**src/rtl/ring_addr_sched_if.sv**
```systemverilog
// rtl/ring_addr_sched_if.sv - requester/RAM-side signal bundle for ring_addr_sched
// master = producer/consumer side, slave = the scheduler.
interface ring_addr_sched_if #(
  parameter int AW = 6
);
  logic          wr_req;
  logic          wr_gnt;
  logic          rd_req;
  logic          rd_gnt;
  logic          ram_en;
  logic          ram_we;
  logic [AW-1:0] ram_addr;
  logic          rd_valid;
  logic          full;
  logic          empty;
  logic [AW:0]   level;
  logic          chk_err;

  modport master (
    output wr_req, rd_req,
    input  wr_gnt, rd_gnt, ram_en, ram_we, ram_addr, rd_valid,
    input  full, empty, level, chk_err
  );

  modport slave (
    input  wr_req, rd_req,
    output wr_gnt, rd_gnt, ram_en, ram_we, ram_addr, rd_valid,
    output full, empty, level, chk_err
  );
endinterface

```
**src/rtl/ring_addr_sched.sv**
```systemverilog
// rtl/ring_addr_sched.sv - single-port circular buffer address scheduler
// Optional shadow address check enabled by RING_ADDR_CHK_EN.
module ring_addr_sched #(
  parameter int AW   = 6,
  parameter int BASE = 48
) (
  input logic              clk,
  input logic              rst,
  ring_addr_sched_if.slave bus
);
  localparam logic [AW-1:0] BASE_ADDR = AW'(BASE);
  localparam logic [AW:0]   PTR_RST   = {1'b0, BASE_ADDR};

  typedef enum logic {
    WIN_READ  = 1'b0,
    WIN_WRITE = 1'b1
  } win_e;

  win_e          last_win_q, last_win_d;
  logic [AW:0]   wr_ptr_q, wr_ptr_d;
  logic [AW:0]   rd_ptr_q, rd_ptr_d;
  logic          ram_en_q, ram_we_q;
  logic [AW-1:0] ram_addr_q;
  logic [1:0]    rd_pipe_q;

  logic full, empty, wr_elig, rd_elig, wr_gnt, rd_gnt;

  assign empty = (wr_ptr_q == rd_ptr_q);
  assign full  = (wr_ptr_q[AW-1:0] == rd_ptr_q[AW-1:0]) && (wr_ptr_q[AW] != rd_ptr_q[AW]);

  // Round-robin only advances on contended cycles; lone grants leave last_win alone.
  always_comb begin
    wr_gnt     = 1'b0;
    rd_gnt     = 1'b0;
    last_win_d = last_win_q;
    wr_ptr_d   = wr_ptr_q;
    rd_ptr_d   = rd_ptr_q;
    wr_elig    = bus.wr_req && !full && !rst;
    rd_elig    = bus.rd_req && !empty && !rst;
    if (wr_elig && rd_elig) begin
      if (last_win_q == WIN_READ) begin
        wr_gnt     = 1'b1;
        last_win_d = WIN_WRITE;
      end else begin
        rd_gnt     = 1'b1;
        last_win_d = WIN_READ;
      end
    end else if (wr_elig) begin
      wr_gnt = 1'b1;
    end else if (rd_elig) begin
      rd_gnt = 1'b1;
    end
    if (wr_gnt) wr_ptr_d = wr_ptr_q + (AW+1)'(1);
    if (rd_gnt) rd_ptr_d = rd_ptr_q + (AW+1)'(1);
  end

  always_ff @(posedge clk) begin
    if (rst) begin
      last_win_q <= WIN_READ;
      wr_ptr_q   <= PTR_RST;
      rd_ptr_q   <= PTR_RST;
    end else begin
      last_win_q <= last_win_d;
      wr_ptr_q   <= wr_ptr_d;
      rd_ptr_q   <= rd_ptr_d;
    end
  end

  // RAM strobe one cycle after grant; read data lands one cycle later still.
  always_ff @(posedge clk) begin
    if (rst) begin
      ram_en_q   <= 1'b0;
      ram_we_q   <= 1'b0;
      ram_addr_q <= BASE_ADDR;
      rd_pipe_q  <= 2'b00;
    end else begin
      ram_en_q  <= wr_gnt || rd_gnt;
      ram_we_q  <= wr_gnt;
      rd_pipe_q <= {rd_pipe_q[0], rd_gnt};
      if (wr_gnt) begin
        ram_addr_q <= wr_ptr_q[AW-1:0];
      end else if (rd_gnt) begin
        ram_addr_q <= rd_ptr_q[AW-1:0];
      end
    end
  end

  assign bus.wr_gnt   = wr_gnt;
  assign bus.rd_gnt   = rd_gnt;
  assign bus.ram_en   = ram_en_q;
  assign bus.ram_we   = ram_we_q;
  assign bus.ram_addr = ram_addr_q;
  assign bus.rd_valid = rd_pipe_q[1];
  assign bus.full     = full;
  assign bus.empty    = empty;
  assign bus.level    = wr_ptr_q - rd_ptr_q;

`ifdef RING_ADDR_CHK_EN
  logic [AW-1:0] cnt_q;
  logic          chk_err_q;
  logic [AW-1:0] shadow_addr;

  // Independent arithmetic form of the write address, compared against the pointer.
  assign shadow_addr = AW'((BASE + int'(cnt_q)) % (1 << AW));

  always_ff @(posedge clk) begin
    if (rst) begin
      cnt_q     <= '0;
      chk_err_q <= 1'b0;
    end else if (wr_gnt) begin
      cnt_q <= cnt_q + AW'(1);
      if (shadow_addr != wr_ptr_q[AW-1:0]) chk_err_q <= 1'b1;
    end
  end

  assign bus.chk_err = chk_err_q;
`else
  assign bus.chk_err = 1'b0;
`endif
endmodule
```
**src/flat_wrapper.sv**
```systemverilog
// flat-port wrapper written by rule: the top's interface ports become plain ports
module ring_addr_sched_flat 
#(
  parameter int AW   = 6,
  parameter int BASE = 48
)
  (clk, rst, bus_wr_req, bus_rd_req, bus_wr_gnt, bus_rd_gnt, bus_ram_en, bus_ram_we, bus_ram_addr, bus_rd_valid, bus_full, bus_empty, bus_level, bus_chk_err);
  ring_addr_sched_if #(.AW(AW)) bus_i ();
  input logic clk;
  input logic rst;
  input wire logic [$bits(bus_i.wr_req)-1:0] bus_wr_req;
  input wire logic [$bits(bus_i.rd_req)-1:0] bus_rd_req;
  output wire logic [$bits(bus_i.wr_gnt)-1:0] bus_wr_gnt;
  output wire logic [$bits(bus_i.rd_gnt)-1:0] bus_rd_gnt;
  output wire logic [$bits(bus_i.ram_en)-1:0] bus_ram_en;
  output wire logic [$bits(bus_i.ram_we)-1:0] bus_ram_we;
  output wire logic [$bits(bus_i.ram_addr)-1:0] bus_ram_addr;
  output wire logic [$bits(bus_i.rd_valid)-1:0] bus_rd_valid;
  output wire logic [$bits(bus_i.full)-1:0] bus_full;
  output wire logic [$bits(bus_i.empty)-1:0] bus_empty;
  output wire logic [$bits(bus_i.level)-1:0] bus_level;
  output wire logic [$bits(bus_i.chk_err)-1:0] bus_chk_err;
  assign bus_i.wr_req = bus_wr_req;
  assign bus_i.rd_req = bus_rd_req;
  assign bus_wr_gnt = bus_i.wr_gnt;
  assign bus_rd_gnt = bus_i.rd_gnt;
  assign bus_ram_en = bus_i.ram_en;
  assign bus_ram_we = bus_i.ram_we;
  assign bus_ram_addr = bus_i.ram_addr;
  assign bus_rd_valid = bus_i.rd_valid;
  assign bus_full = bus_i.full;
  assign bus_empty = bus_i.empty;
  assign bus_level = bus_i.level;
  assign bus_chk_err = bus_i.chk_err;
  ring_addr_sched #(.AW(AW), .BASE(BASE)) u_core (.clk(clk), .rst(rst), .bus(bus_i));
endmodule
```
**config.mk**
```make
export PLATFORM = sky130hd
export DESIGN_NAME = ring_addr_sched_flat
export DESIGN_NICKNAME = d
export VERILOG_FILES = /design/src/rtl/ring_addr_sched_if.sv /design/src/rtl/ring_addr_sched.sv /design/src/flat_wrapper.sv
export SDC_FILE = /design/constraint.sdc
export NUM_CORES = 1
export LEC_CHECK = 0
export ABC_AREA = 0
export BUFFER_PORTS_ARGS = -buffer_cell sky130_fd_sc_hd__buf_2
export CORE_ASPECT_RATIO = 2
export CORE_MARGIN = 5
export CORE_UTILIZATION = 30
export DETAILED_ROUTE_END_ITERATION = 12
export MAX_ROUTING_LAYER = met4
export SLEW_MARGIN = 25
export SYNTH_ARGS = -nofsm -noshare
export SYNTH_HDL_FRONTEND = slang
export SYNTH_SLANG_ARGS = --single-unit
```
**constraint.sdc**
```tcl
create_clock -name clk -period 2.7 [get_ports clk]
set_clock_uncertainty 0.05 [all_clocks]
set_input_delay 0.135 -clock clk [delete_from_list [all_inputs] [get_ports clk]]
set_output_delay 0.135 -clock clk [all_outputs]
set_load 0.01 [all_outputs]
```
==> flow_summary.ini <==
[detailed_routing]
via_per_inst = 5.15
dr.first_iter.drc_count = 36
drt_first_pass_iters = 4
wirelength_um = 3670
drt-wirelength-per-cell_um = 14.4
drc_errors = 0
vias = 1312
drtAntennaViolNets = 0

[place]
portBuffers = 23
dp_hpwl_um = 2910
finalWeightedCongestion = 0.909

[grt]
grt_max_degree = 27
grt-ovfl-total = 0
antenna_found_initial = 0
grt_pass1_vias = 1338
track_usage = 0.132
grt_first_pass_wirelength_um = 6220

[power_and_ir_drop]
p_leak_uw = 0.000730
p_per_area_nw_per_um2 = 539
vdd_drop_max_mv = 0.339

[setup_path]
worstSetupEndpointType = output pin
cp_slowest_cell = a311o_2
cp_cell_sequence = inv_1, ha_1, and4_1, nand3_1, a311o_2, clkinvlp_4, buf_2
path_class = register to output pin
arrival_ns = 2.38
cp_max_fo = 12
max_stage_delay_ns = 0.48
cp-start-kind = register
cp.required_ns = 2.52

[sta]
drv_slew = 0
tightest_slew_ns = 0.589
hold_viol = 0
period_minus_slack_ns = 2.56
hold_slack_ns = 0.172
fmax_ghz = 0.390
setup_viol = 0
maxSlewHeadroom = 0.606
post-route-period-util = 0.950

[outcome]
status = finished, final reports clean

[synthesis]
syn-num-nets = 184
netlist_area_sq_um = 1410
synth_area_leaders = dfxtp_1 (35%), ha_1 (7.1%), inv_1 (4.5%), xnor2_1 (4.3%), nand3_1 (3.9%)
synth_top_area_cell = dfxtp_1
ys_ff_latch = 25
synth_edf_count = 0
ys.flop_type = dfxtp_1
yosysTopAreaCellShare = 0.355
syn_inst = 171
ys_seq_area_frac = 0.355
synth.most_common_cell = dfxtp_1
synth_cell_types = 42
synth_area_per_cell_sq_um = 8.25
synthArstFlopShare = 0
synth_commonest_cells = dfxtp_1 (25), inv_1 (17), nand2_1 (14), nor2_1 (14), nand3_1 (11)
ys_warn_count = 0

[layout]
drive_gt1_frac = 0.235
diodes = 0
synthToLayoutAreaGrowth_pct = 19.8
final_core_util = 0.368
final_nets = 214

[cts]
cts_made_buffers = 3
htree_num_levels = 1
cts_root_buffer = clkbuf_8
clock-sinks = 25
cts.clk_slew.worst_paths_ns = 0.08
clockBufferDepth = 2
cts_tree = built
worst_skew_pair.late_latency_ns = 0.27

[floorplan]
die_w_um = 58.5
dieArea_sq_um = 6260
fp.dieH_um = 107
start_util = 0.307
boundaryPins = 25
num_rows = 35
coreArea_sq_um = 4600

[hold_path]
hold_class = input pin to register

[job]
maxCapViolations = 0
layout by cell type, fill, tap and decap left out, types with 2 or more instances in the layout:
| master | Yosys | layout |
|---|---|---|
| a21oi_1 | 9 | 9 |
| clkbuf_8 | 0 | 3 |
| nor4_1 | 4 | 4 |
| nor2_1 | 14 | 14 |
| nor2b_1 | 3 | 3 |
| buf_2 | 2 | 23 |
| a22oi_1 | 3 | 3 |
| dfxtp_1 | 25 | 25 |
| nand3_1 | 11 | 11 |
| a31o_2 | 2 | 2 |
| inv_1 | 17 | 16 |
| or3_1 | 3 | 3 |
| nand2_1 | 14 | 14 |
| nand2b_1 | 4 | 4 |
| buf_4 | 1 | 10 |
| xnor2_1 | 7 | 7 |
| o21ai_0 | 8 | 7 |
| nor3_1 | 6 | 6 |
| a311o_1 | 2 | 2 |
| a221oi_1 | 3 | 3 |
| ha_1 | 8 | 7 |
cell type report:
type	count	area, sq um
repair buffers	33	190
clock buffers	3	41.3
well taps	55	68.8
flip-flops and latches	25	500
clock inverters	1	5.00
fillers	515	2910
inverters	17	67.6
multi-input cells	121	817
repair_timing:
action,4_1_cts,5_1_grt
setup endpoints to repair,0,4
setup buffers,0,1
hold buffers,0,0
gates resized for setup,0,5
hold endpoints to repair,0,0
routing by layer:
| layer | vias to the layer above | track usage | wire length, um |
|---|---|---|---|
| li1 | 652 | - | - |
| met1 | 619 | 0.135 | 1380 |
| met2 | 31 | 0.227 | 1970 |
| met3 | 10 | 0.0205 | 156 |
| met4 | 0 | 0.0796 | 165 |
| met5 | - | - | 0 |
through the flow:
stage | instances | power [uW] | worst slack [ns] | instance area, sq um | TNS, ns
2_1_floorplan | 171 | 590 | 0.521 | 1410 | 0
3_3_place_gp | 250 | 691 | 0.224 | 1620 | 0
3_5_place_dp | 250 | 691 | 0.219 | 1620 | 0
4_1_cts | 254 | 915 | 0.0165 | 1660 | 0
5_1_grt | 255 | 974 | -0.00302 | 1690 | -0.00302
6_report | 255 | 910 | 0.136 | 1690 | 0
worst paths after layout:
path,to,slack (ns),cells after the start,from
setup reg to reg,u_core.wr_ptr_q[3],0.19,8,u_core.rd_ptr_q[5]
hold reg to reg,u_core.rd_pipe_q[1],0.40,1,u_core.rd_pipe_q[0]
hold / removal,u_core.last_win_q,0.17,4,bus_wr_req
setup / recovery,bus_wr_gnt,0.14,7,u_core.rd_ptr_q[5]
logic make-up (layout without fill, tap and decap cells):
family	after synthesis	after routing	share of synthesized area
multiplexers	1	1	0.00709
buffers and inverters	25	54	0.0771
AND/OR/NAND/NOR	66	66	0.238
other	1	1	0.00266
AO/OA/AOI/OAI	35	35	0.175
adder cells (fa/ha/maj)	9	9	0.0851
flip-flops	25	25	0.355
XOR/XNOR	9	9	0.0612
flip-flops by register name, indices dropped and copies added (netlist names):
name                 cells
u_core.bus.ram_we        1
u_core.rd_pipe_q         2
u_core.rd_ptr_q          7
u_core.bus.ram_addr      6
u_core.bus.ram_en        1
u_core.last_win_q        1
u_core.wr_ptr_q          7
power by group:
group | switching [uW] | total (uW) | internal [uW]
sequential | 11.3 | 400 | 389
clock | 115 | 219 | 103
combinational | 167 | 291 | 124
critical path: cells and delay by family (launching register included):
kind                       cells  cell delay [ns]
and+or+nand+nor                2             0.40
AOI/OAI and AO/OA              1             0.48
adders and majority gates      1             0.37
DFF                            1             0.41
buffers and inverters          3             0.45
No activity file was read; power rests on OpenSTA's default activity.
